$ cat src/rtl/data_memory_arbiter.sv
`default_nettype none
// ============================================================================
// Module   : data_memory_arbiter
// Purpose  : Shares one single-port data memory between the pipeline MEM
//            stage (requester 0) and the debug/program-loader port
//            (requester 1). Each access takes MEM_LATENCY BUSY cycles plus a
//            DONE cycle; the pipeline is stalled while its access is pending.
// Ports    : clk, reset             - clock, asynchronous active-high reset
//            pipeReq/Write/Addr/Wdata, pipeDone, pipeStall - pipeline side
//            dbgReq/Write/Addr/Wdata,  dbgDone             - debug side
//            rdata                  - registered read data (valid with done)
//            memWrite/Addr/Wdata, memRdata - data memory side
// Options  : `define DATA_MEMORY_ARB_STARVE_GUARD_EN to force a debug grant
//            after STARVE_LIMIT consecutive pipeline grants while debug waits.
// Revision : 1.0 - initial release
// ============================================================================
module data_memory_arbiter #(
    parameter int DATA_WIDTH   = 32,
    parameter int ADDR_WIDTH   = 32,
    parameter int MEM_LATENCY  = 1,
    parameter int STARVE_LIMIT = 4
) (
    input  logic                  clk,
    input  logic                  reset,
    input  logic                  pipeReq,
    input  logic                  pipeWrite,
    input  logic [ADDR_WIDTH-1:0] pipeAddr,
    input  logic [DATA_WIDTH-1:0] pipeWdata,
    output logic                  pipeDone,
    output logic                  pipeStall,
    input  logic                  dbgReq,
    input  logic                  dbgWrite,
    input  logic [ADDR_WIDTH-1:0] dbgAddr,
    input  logic [DATA_WIDTH-1:0] dbgWdata,
    output logic                  dbgDone,
    output logic [DATA_WIDTH-1:0] rdata,
    output logic                  memWrite,
    output logic [ADDR_WIDTH-1:0] memAddr,
    output logic [DATA_WIDTH-1:0] memWdata,
    input  logic [DATA_WIDTH-1:0] memRdata
);

    typedef enum logic [1:0] {
        IDLE = 2'd0,
        BUSY = 2'd1,
        DONE = 2'd2
    } state_t;

    // Counter starts at MEM_LATENCY-1 so BUSY lasts exactly MEM_LATENCY cycles.
    localparam logic [3:0] LAT_LOAD = 4'(MEM_LATENCY - 1);

    state_t                  state_q;
    logic                    owner_q;     // 0 = pipeline, 1 = debug
    logic                    write_q;
    logic [3:0]              cnt_q;
    logic [ADDR_WIDTH-1:0]   addr_q;
    logic [DATA_WIDTH-1:0]   wdata_q;
    logic [DATA_WIDTH-1:0]   rdata_q;
    logic                    pipeDone_q;
    logic                    dbgDone_q;
    logic                    memWrite_q;

    logic                    grantPipe;
    logic                    grantDbg;
    logic                    selWrite;
    logic [ADDR_WIDTH-1:0]   selAddr;
    logic [DATA_WIDTH-1:0]   selWdata;

`ifdef DATA_MEMORY_ARB_STARVE_GUARD_EN
    localparam int WAIT_W = (STARVE_LIMIT < 1) ? 1 : $clog2(STARVE_LIMIT + 1);

    logic [WAIT_W-1:0] waitCnt_q;
    logic [WAIT_W-1:0] waitCnt_d;
    logic              starved;

    assign starved = (waitCnt_q >= WAIT_W'(STARVE_LIMIT));

    // Counts pipeline wins while debug is waiting; never passes STARVE_LIMIT
    // because once it gets there the next arbitration goes to debug.
    always_comb begin
        waitCnt_d = waitCnt_q;
        if (!dbgReq || grantDbg) begin
            waitCnt_d = '0;
        end else if (grantPipe) begin
            waitCnt_d = waitCnt_q + 1'b1;
        end
    end
`else
    logic unused_starveLimit;
    assign unused_starveLimit = (STARVE_LIMIT != 0);
`endif

    // Grants only exist in IDLE, so everything downstream can use them as-is.
    always_comb begin
        grantPipe = 1'b0;
        grantDbg  = 1'b0;
        if (state_q == IDLE) begin
`ifdef DATA_MEMORY_ARB_STARVE_GUARD_EN
            grantDbg  = dbgReq & (~pipeReq | starved);
`else
            grantDbg  = dbgReq & ~pipeReq;
`endif
            grantPipe = pipeReq & ~grantDbg;
        end
    end

    assign selWrite = grantDbg ? dbgWrite  : pipeWrite;
    assign selAddr  = grantDbg ? dbgAddr   : pipeAddr;
    assign selWdata = grantDbg ? dbgWdata  : pipeWdata;

    always_ff @(posedge clk or posedge reset) begin
        if (reset) begin
            state_q    <= IDLE;
            owner_q    <= 1'b0;
            write_q    <= 1'b0;
            cnt_q      <= 4'd0;
            addr_q     <= '0;
            wdata_q    <= '0;
            rdata_q    <= '0;
            pipeDone_q <= 1'b0;
            dbgDone_q  <= 1'b0;
            memWrite_q <= 1'b0;
`ifdef DATA_MEMORY_ARB_STARVE_GUARD_EN
            waitCnt_q  <= '0;
`endif
        end else begin
            // Pulses default low; only the branches below raise them.
            pipeDone_q <= 1'b0;
            dbgDone_q  <= 1'b0;
            memWrite_q <= 1'b0;
`ifdef DATA_MEMORY_ARB_STARVE_GUARD_EN
            waitCnt_q  <= waitCnt_d;
`endif
            case (state_q)
                IDLE: begin
                    if (grantPipe || grantDbg) begin
                        owner_q    <= grantDbg;
                        write_q    <= selWrite;
                        addr_q     <= selAddr;
                        wdata_q    <= selWdata;
                        cnt_q      <= LAT_LOAD;
                        // With a one-cycle memory the first BUSY cycle is
                        // already the last one, so the strobe starts now.
                        memWrite_q <= selWrite && (LAT_LOAD == 4'd0);
                        state_q    <= BUSY;
                    end
                end
                BUSY: begin
                    if (cnt_q == 4'd0) begin
                        pipeDone_q <= ~owner_q;
                        dbgDone_q  <= owner_q;
                        if (!write_q) begin
                            rdata_q <= memRdata;
                        end
                        state_q    <= DONE;
                    end else begin
                        cnt_q      <= cnt_q - 4'd1;
                        // Strobe is registered, so it is raised one cycle
                        // ahead to land on the cycle where the count is 0.
                        memWrite_q <= write_q && (cnt_q == 4'd1);
                    end
                end
                DONE: begin
                    state_q <= IDLE;
                end
                default: begin
                    state_q <= IDLE;
                end
            endcase
        end
    end

    assign pipeDone  = pipeDone_q;
    assign dbgDone   = dbgDone_q;
    assign pipeStall = pipeReq & ~pipeDone_q;
    assign rdata     = rdata_q;
    assign memWrite  = memWrite_q;
    assign memAddr   = addr_q;
    assign memWdata  = wdata_q;

endmodule
`default_nettype wire

$ cat config.mk
export PLATFORM = sky130hd
export DESIGN_NAME = data_memory_arbiter
export DESIGN_NICKNAME = d
export VERILOG_FILES = /design/src/rtl/data_memory_arbiter.sv
export SDC_FILE = /design/constraint.sdc
export NUM_CORES = 1
export LEC_CHECK = 0
export CORE_UTILIZATION = 30
export CTS_BUF_LIST = sky130_fd_sc_hd__clkbuf_8
export DETAILED_ROUTE_END_ITERATION = 8
export PLACE_DENSITY = 0.69
export REMOVE_ABC_BUFFERS = 1
export SYNTH_ARGS = -nofsm -noshare
export SYNTH_HDL_FRONTEND = slang
export SYNTH_SLANG_ARGS = --single-unit
$ cat constraint.sdc
create_clock -name clk -period 6.8 [get_ports clk]
set_input_delay 2.04 -clock clk [delete_from_list [all_inputs] [get_ports clk]]
set_output_delay 2.04 -clock clk [all_outputs]
set_load 0.01 [all_outputs]
==> out/metrics.csv, run 1 <==
stage;metric;value;unit
drt;drt wl/cell;18.0;µm
grt;number of global-route vias before repair;4931;
pwr;pwr/cell area;422;nW/µm²
critical_path;worst stage delay on the critical path;0.56;ns
clocking;Root Driver;clkbuf_8;
die;Die Height;132;µm
critical_path;crit path kind;in2out;
critical_path;CP cell instances;buf_2 > nor2b_1 > clkdlybuf4s50_1;
pwr;Flop pwr share;34.3;%
synthesis;mean post-synth cell area;11.6;µm²
critical_path;CP endpoint kind;primary output;
die;Die X;132;µm
clocking;Clock H-tree levels;3;
synthesis;post-synth top area cell;dfrtp_1;
pwr;Internal;0.00217;W
grt;Total GRT Usage;18.7;%
sta;final worst-path cycle share;72.0;%
clocking;clock buffer depth;2;
clocking;clock sink count;107;
place;Cell Area, Placed;7830;µm²
drt;via count;4682;
critical_path;worst path bufs/invs;2;
clocking;postcts setup bufs;0;
clocking;hold_buf cts;0;
pwr;Psw;0.00123;W
synthesis;Async S/R FF share, synth;100;%
drt;DR pass1 iterations;5;
min_path;Hold Path Class;reg2reg;
pwr;Lkg Pwr;3.21;nW
grt;met2 Use GR;31.6;%
grt;grt met1 use;23.0;%
drt;post-DR vias/cell;5.19;
drt;drt total wl;16200;µm
synthesis;Yosys cell types;35;
synthesis;mapped cell area;5080;µm²
clocking;clk slew on worst S/H paths;0.11;ns
grt;largest net degree at the start of global routing;71;
synthesis;Post-synth top cells;107 x dfrtp_1, 66 x a22oi_1, 47 x nor2b_1, 46 x o21ai_0, 45 x a31oi_1;
synthesis;count leader, synth;dfrtp_1;
pwr;Net Sw Frac;36.1;%
grt;Remaining Overflow, GRT;0;
critical_path;Startpoint Class;primary input;
critical_path;Arrival @ worst endpoint;2.86;ns
synthesis;cells after synthesis;440;
synthesis;top cell type's share of synthesized area;52.7;%
grt;first-pass GRT wire length;25700;µm
synthesis;Post-synth EDFFs;0;
sta;Final Hold Fails;0;
critical_path;crit path max fanout;2;
cells_and_area;# fillers;1486;
sta;RSZ-0062 raised after global routing;no;
clocking;total of cells resized after clock tree synthesis;0;
sta;Slew Limit Fails;0;
pwr;Clock power frac;12.7;%
die;Die ar.;17500;µm²
grt;met3 GRT Util;5.27;%
cells_and_area;# diodes;0;
outcome;status;finished clean;
drt;antenna viol nets, final;0;
cells_and_area;Post-Layout Cell Count;902;
sta;clock skew;0.0105;ns
cells_and_area;design area;8050;µm²
die;Core ar.;16600;µm²
critical_path;slowest CP cell;clkdlybuf4s50_1;
cells_and_area;number of nets in the layout;845;
drt;Post-route DRC;0;
pwr;combinational share of power;53.1;%
place;Routability Congestion;0.865;
cells_and_area;Area growth, synth to finish;58.4;%
synthesis;Yosys reg bits;107;
grt;GRT Max-Usage Layer;met2;
place;Port Buffer Count;265;
sta;Worst Max-Slew Pin Slew;1.20;ns
die;Initial Util;30.7;%
drt;initial DRC count;190;
sta;setup_tns;0;ns
synthesis;synthesis warning total;0;
clocking;CTS buffer count;9;
sta;fin crit period;4.90;ns
place;dpl cells;886;
place;Post-DP HPWL;10800;µm
synthesis;Area contributors post-synth;dfrtp_1 53%, a22oi_1 9.7%, mux2_4 8.9%;
synthesis;Post-synth top flop;dfrtp_1;
die;FP Rows;47;
sta;count of final setup violators;0;
critical_path;CP required;4.76;ns
sta;FMAX;204;MHz
die;I/O Pins;266;
synthesis;Seq/Total Area, Yosys;52.7;%
cells_and_area;share of cells above drive strength 1;9.97;%
pwr;Worst VDD drop;0.228;mV
sta;Max-slew headroom;19.7;%
flow_run;maxcap violations;0;
critical_path;Crit path max-delay family;buffers and inverters;
clocking;Clk Latency, worst-skew pair;0.37;ns
grt;initial antenna violation count;0;
clocking;CTS tree;done;
==> metal layers <==
metal	share of wire, %	wire length, µm
met1	42	6750
met2	49	7930
met3	8.2	1330
met4	1.2	191
met5	0	0
==> area by class of cell <==
| type | instances | area [µm²] | area share, % |
|---|---|---|---|
| clock buffers | 11 | 151 | 1.88 |
| multi-input cells | 286 | 2190 | 27.2 |
| inverters | 3 | 13.8 | 0.171 |
| clock inverters | 5 | 68.8 | 0.854 |
| repair buffers | 270 | 2680 | 33.3 |
| flip-flops and latches | 107 | 2680 | 33.2 |
| well taps | 220 | 275 | 3.42 |
==> kinds of logic after synthesis <==
kind of cell	after synthesis	share of synthesized area, %
AO/OA/AOI/OAI	186	24.5
flip-flops	107	52.7
AND/OR/NAND/NOR	65	8.12
buffers and inverters	47	4.70
multiplexers	33	9.50
adder cells (fa/ha/maj)	2	0.492
==> sequential cells by signal, indices dropped and copies added (netlist names) <==
| name | count |
|---|---|
| memAddr | 32 |
| memWrite | 1 |
| rdata | 32 |
| memWdata | 32 |
| write_q | 1 |
| cnt_q | 4 |
| pipeDone | 1 |
| dbgDone | 1 |
| owner_q | 1 |
| state_q | 2 |
==> power by group through the flow <==
stage          registers (W)  clock network [W]  logic, W
2_1_floorplan        0.00127                  0  0.000747
3_3_place_gp         0.00116                  0   0.00178
3_5_place_dp         0.00116                  0   0.00182
4_1_cts              0.00116           0.000450   0.00182
5_1_grt              0.00120           0.000474   0.00193
6_report             0.00116           0.000430   0.00180
==> stage by stage <==
stage	setup WS, ns	total power (W)	hold slack (ns)	utilization, %
2_1_floorplan	1.90	0.00202	0.422	-
3_3_place_gp	1.90	0.00294	0.448	47.2
3_5_place_dp	1.90	0.00299	0.451	47.2
4_1_cts	1.89	0.00343	0.477	48.6
5_1_grt	1.88	0.00361	0.502	48.6
6_report	1.90	0.00340	0.473	48.6
==> path summary, 6_finish.rpt <==
| path | start | end | slack [ns] | cells after the start |
|---|---|---|---|---|
| max | pipeReq | pipeStall | 1.90 | 3 |
| min | owner_q | pipeDone | 0.47 | 1 |
| max reg2reg | state_q[0] | cnt_q[1] | 4.18 | 3 |
| min reg2reg | owner_q | pipeDone | 0.47 | 1 |
| max in group asynchronous | reset | memAddr[11] | 3.56 | 3 |
| min in group asynchronous | reset | rdata[9] | 2.15 | 2 |
==> layout by cell type, fill, tap and decap left out, types with 2 or more instances in the layout <==
cell type        count
inv_1                2
dfrtp_1            107
mux2_2               2
ha_1                 2
buf_2                2
a31oi_1             45
inv_8                2
nor2_1               3
clkdlybuf4s50_1    263
a211oi_1             2
buf_4                5
nand2_1              2
a31o_2               2
nor4_1               2
o21ai_0             46
o2bb2ai_1           20
clkbuf_8            11
mux2_4              30
nor2b_1             46
a22oi_1             66
or2_2                2
(Power assumes the default switching activity.)
==> run 2: changes to the inputs <==
==> constraint.sdc (replaced) <==
create_clock -name clk -period 5 [get_ports clk]
set_input_delay 1.5 -clock clk [delete_from_list [all_inputs] [get_ports clk]]
set_output_delay 1.5 -clock clk [all_outputs]
set_load 0.01 [all_outputs]
==> run 2 against run 1 <==
Effect of this change: clock skew increased by 0.0019 ns; hold slack got worse by 0.014 ns; power increased by 36%; clock power increased by 36%; first-iteration DRC count decreased by 13%; die area unchanged; via count decreased by 0.21%; final area about the same; global-route usage about the same; combinational power increased by 36%; clock-buffer cell count unchanged; largest cell class unchanged.
==> out/metrics.csv, run 2 (synthesis gave the netlist of run 1 again) <==
stage;metric;value;unit
cells_and_area;# diodes;0;
sta;RSZ-0062 raised after global routing;no;
grt;largest net degree at the start of global routing;85;
sta;fin crit period;3.83;ns
cells_and_area;commonest non-fill, non-tap cell in the layout;clkdlybuf4s50_1;
cells_and_area;Area growth, synth to finish;58.5;%
clocking;clock buffer depth;2;
min_path;worst hold stages;1;
critical_path;CP cell instances;buf_2 > nor2b_1 > clkdlybuf4s50_1;
min_path;Hold Path Class;reg2reg;
critical_path;CP required;3.50;ns
die;Die Height;132;µm
critical_path;Reg2Reg Depth;3;
die;Die ar.;17500;µm²
cells_and_area;most frequent cells in the layout;263 x clkdlybuf4s50_1, 107 x dfrtp_1, 66 x a22oi_1;
pwr;pwr/cell area;573;nW/µm²
drt;drt total wl;16300;µm
cells_and_area;FF+latch area;2680;µm²
sta;fin worst setup slack;1.17;ns
sta;final worst-path cycle share;76.6;%
place;Routability Congestion;0.864;
die;FP Rows;47;
sta;count of final setup violators;0;
drt;drt wl/cell;18.0;µm
clocking;hold_buf cts;0;
clocking;Clk Latency, worst-skew pair;0.38;ns
drt;initial DRC count;165;
cells_and_area;# fillers;1474;
sta;clock skew;0.0124;ns
grt;initial antenna violation count;0;
place;post-place setup slack;1.17;ns
grt;Total GRT Usage;18.6;%
cells_and_area;multi-input logic area;2190;µm²
clocking;postcts setup bufs;0;
die;Core ar.;16600;µm²
grt;number of global-route vias before repair;4933;
clocking;clk slew on worst S/H paths;0.11;ns
drt;antenna viol nets, final;0;
place;Port Buffer Count;265;
sta;worst hold slack;0.459;ns
pwr;Worst VDD drop;0.410;mV
clocking;Clock H-tree levels;3;
critical_path;Arrival @ worst endpoint;2.33;ns
sta;Max-slew headroom;19.9;%
die;Die X;132;µm
critical_path;crit path kind;in2out;
drt;DR pass1 iterations;5;
grt;first-pass GRT wire length;25700;µm
pwr;Lkg Pwr;3.22;nW
critical_path;slowest CP cell;clkdlybuf4s50_1;
cells_and_area;number of nets in the layout;846;
clocking;total of cells resized after clock tree synthesis;0;
sta;setup_tns;0;ns
flow_run;maxcap violations;0;
die;Initial Util;30.7;%
critical_path;Startpoint Class;primary input;
sta;Worst Max-Slew Pin Slew;1.20;ns
cells_and_area;Util after Layout;48.6;%
sta;Final Hold Fails;0;
cells_and_area;share of cells above drive strength 1;10.1;%
critical_path;crit path max fanout;2;
sta;FMAX;261;MHz
drt;Post-route DRC;0;
sta;Slew Limit Fails;0;
drt;post-DR vias/cell;5.17;
drt;via count;4672;
outcome;status;finished clean;
clocking;Root Driver;clkbuf_8;
die;I/O Pins;266;
critical_path;worst stage delay on the critical path;0.55;ns
grt;Remaining Overflow, GRT;0;
clocking;CTS tree;done;
clocking;CTS buffer count;9;
place;Post-DP HPWL;11000;µm
clocking;clock sink count;107;
critical_path;CP endpoint kind;primary output;
[run 2: changes by cell type in the layout (fill, tap and decap cells not counted), sizes merged]
cell,change
buf,+1
clkinv,+1
clkinvlp,-1
[run 2: layer usage]
metal / share of wire [%] / vias up / track usage, %
met5: 0 / - / 0
met4: 1.5 / 0 / 6.58
met3: 8.6 / 16 / 5.46
met2: 48 / 233 / 31.8
met1: 42 / 2293 / 22.3
li1: - / 2130 / -
[run 2: worst max-delay path: cells and delay by family]
family / cells / cell delay (ns)
buffers and inverters: 2 / 0.67
and+or+nand+nor: 1 / 0.16
[run 2: final timing paths]
| kind | from | end | slack, ns |
|---|---|---|---|
| setup / recovery | pipeReq | pipeStall | 1.17 |
| hold / removal | owner_q | pipeDone | 0.46 |
| setup reg to reg | state_q[0] | cnt_q[1] | 2.41 |
| hold reg to reg | owner_q | pipeDone | 0.46 |
| max in group asynchronous | reset | memAddr[13] | 2.50 |
| min in group asynchronous | reset | memWdata[12] | 1.64 |
[run 2: area by class of cell]
| class | count | area share (%) |
|---|---|---|
| Clock buffer | 11 | 1.88 |
| Sequential cell | 107 | 33.2 |
| Inverter | 3 | 0.171 |
| Multi-Input combinational cell | 286 | 27.1 |
| Tap cell | 220 | 3.42 |
| Clock inverter | 5 | 0.838 |
| Timing Repair Buffer | 271 | 33.3 |
[run 2: report_power, final]
part | internal [W] | switching [W] | total (W)
logic | 0.00139 | 0.00105 | 0.00245
registers | 0.00129 | 0.000300 | 0.00159
clock network | 0.000266 | 0.000316 | 0.000583
total | 0.00295 | 0.00167 | 0.00462
[run 2: metrics by stage]
step           total power [W]  instance area, µm²  instances
2_1_floorplan          0.00274                4860        396
3_3_place_gp           0.00399                7840        887
3_5_place_dp           0.00406                7840        887
4_1_cts                0.00466                8060        903
5_1_grt                0.00490                8060        903
6_report               0.00462                8060        903
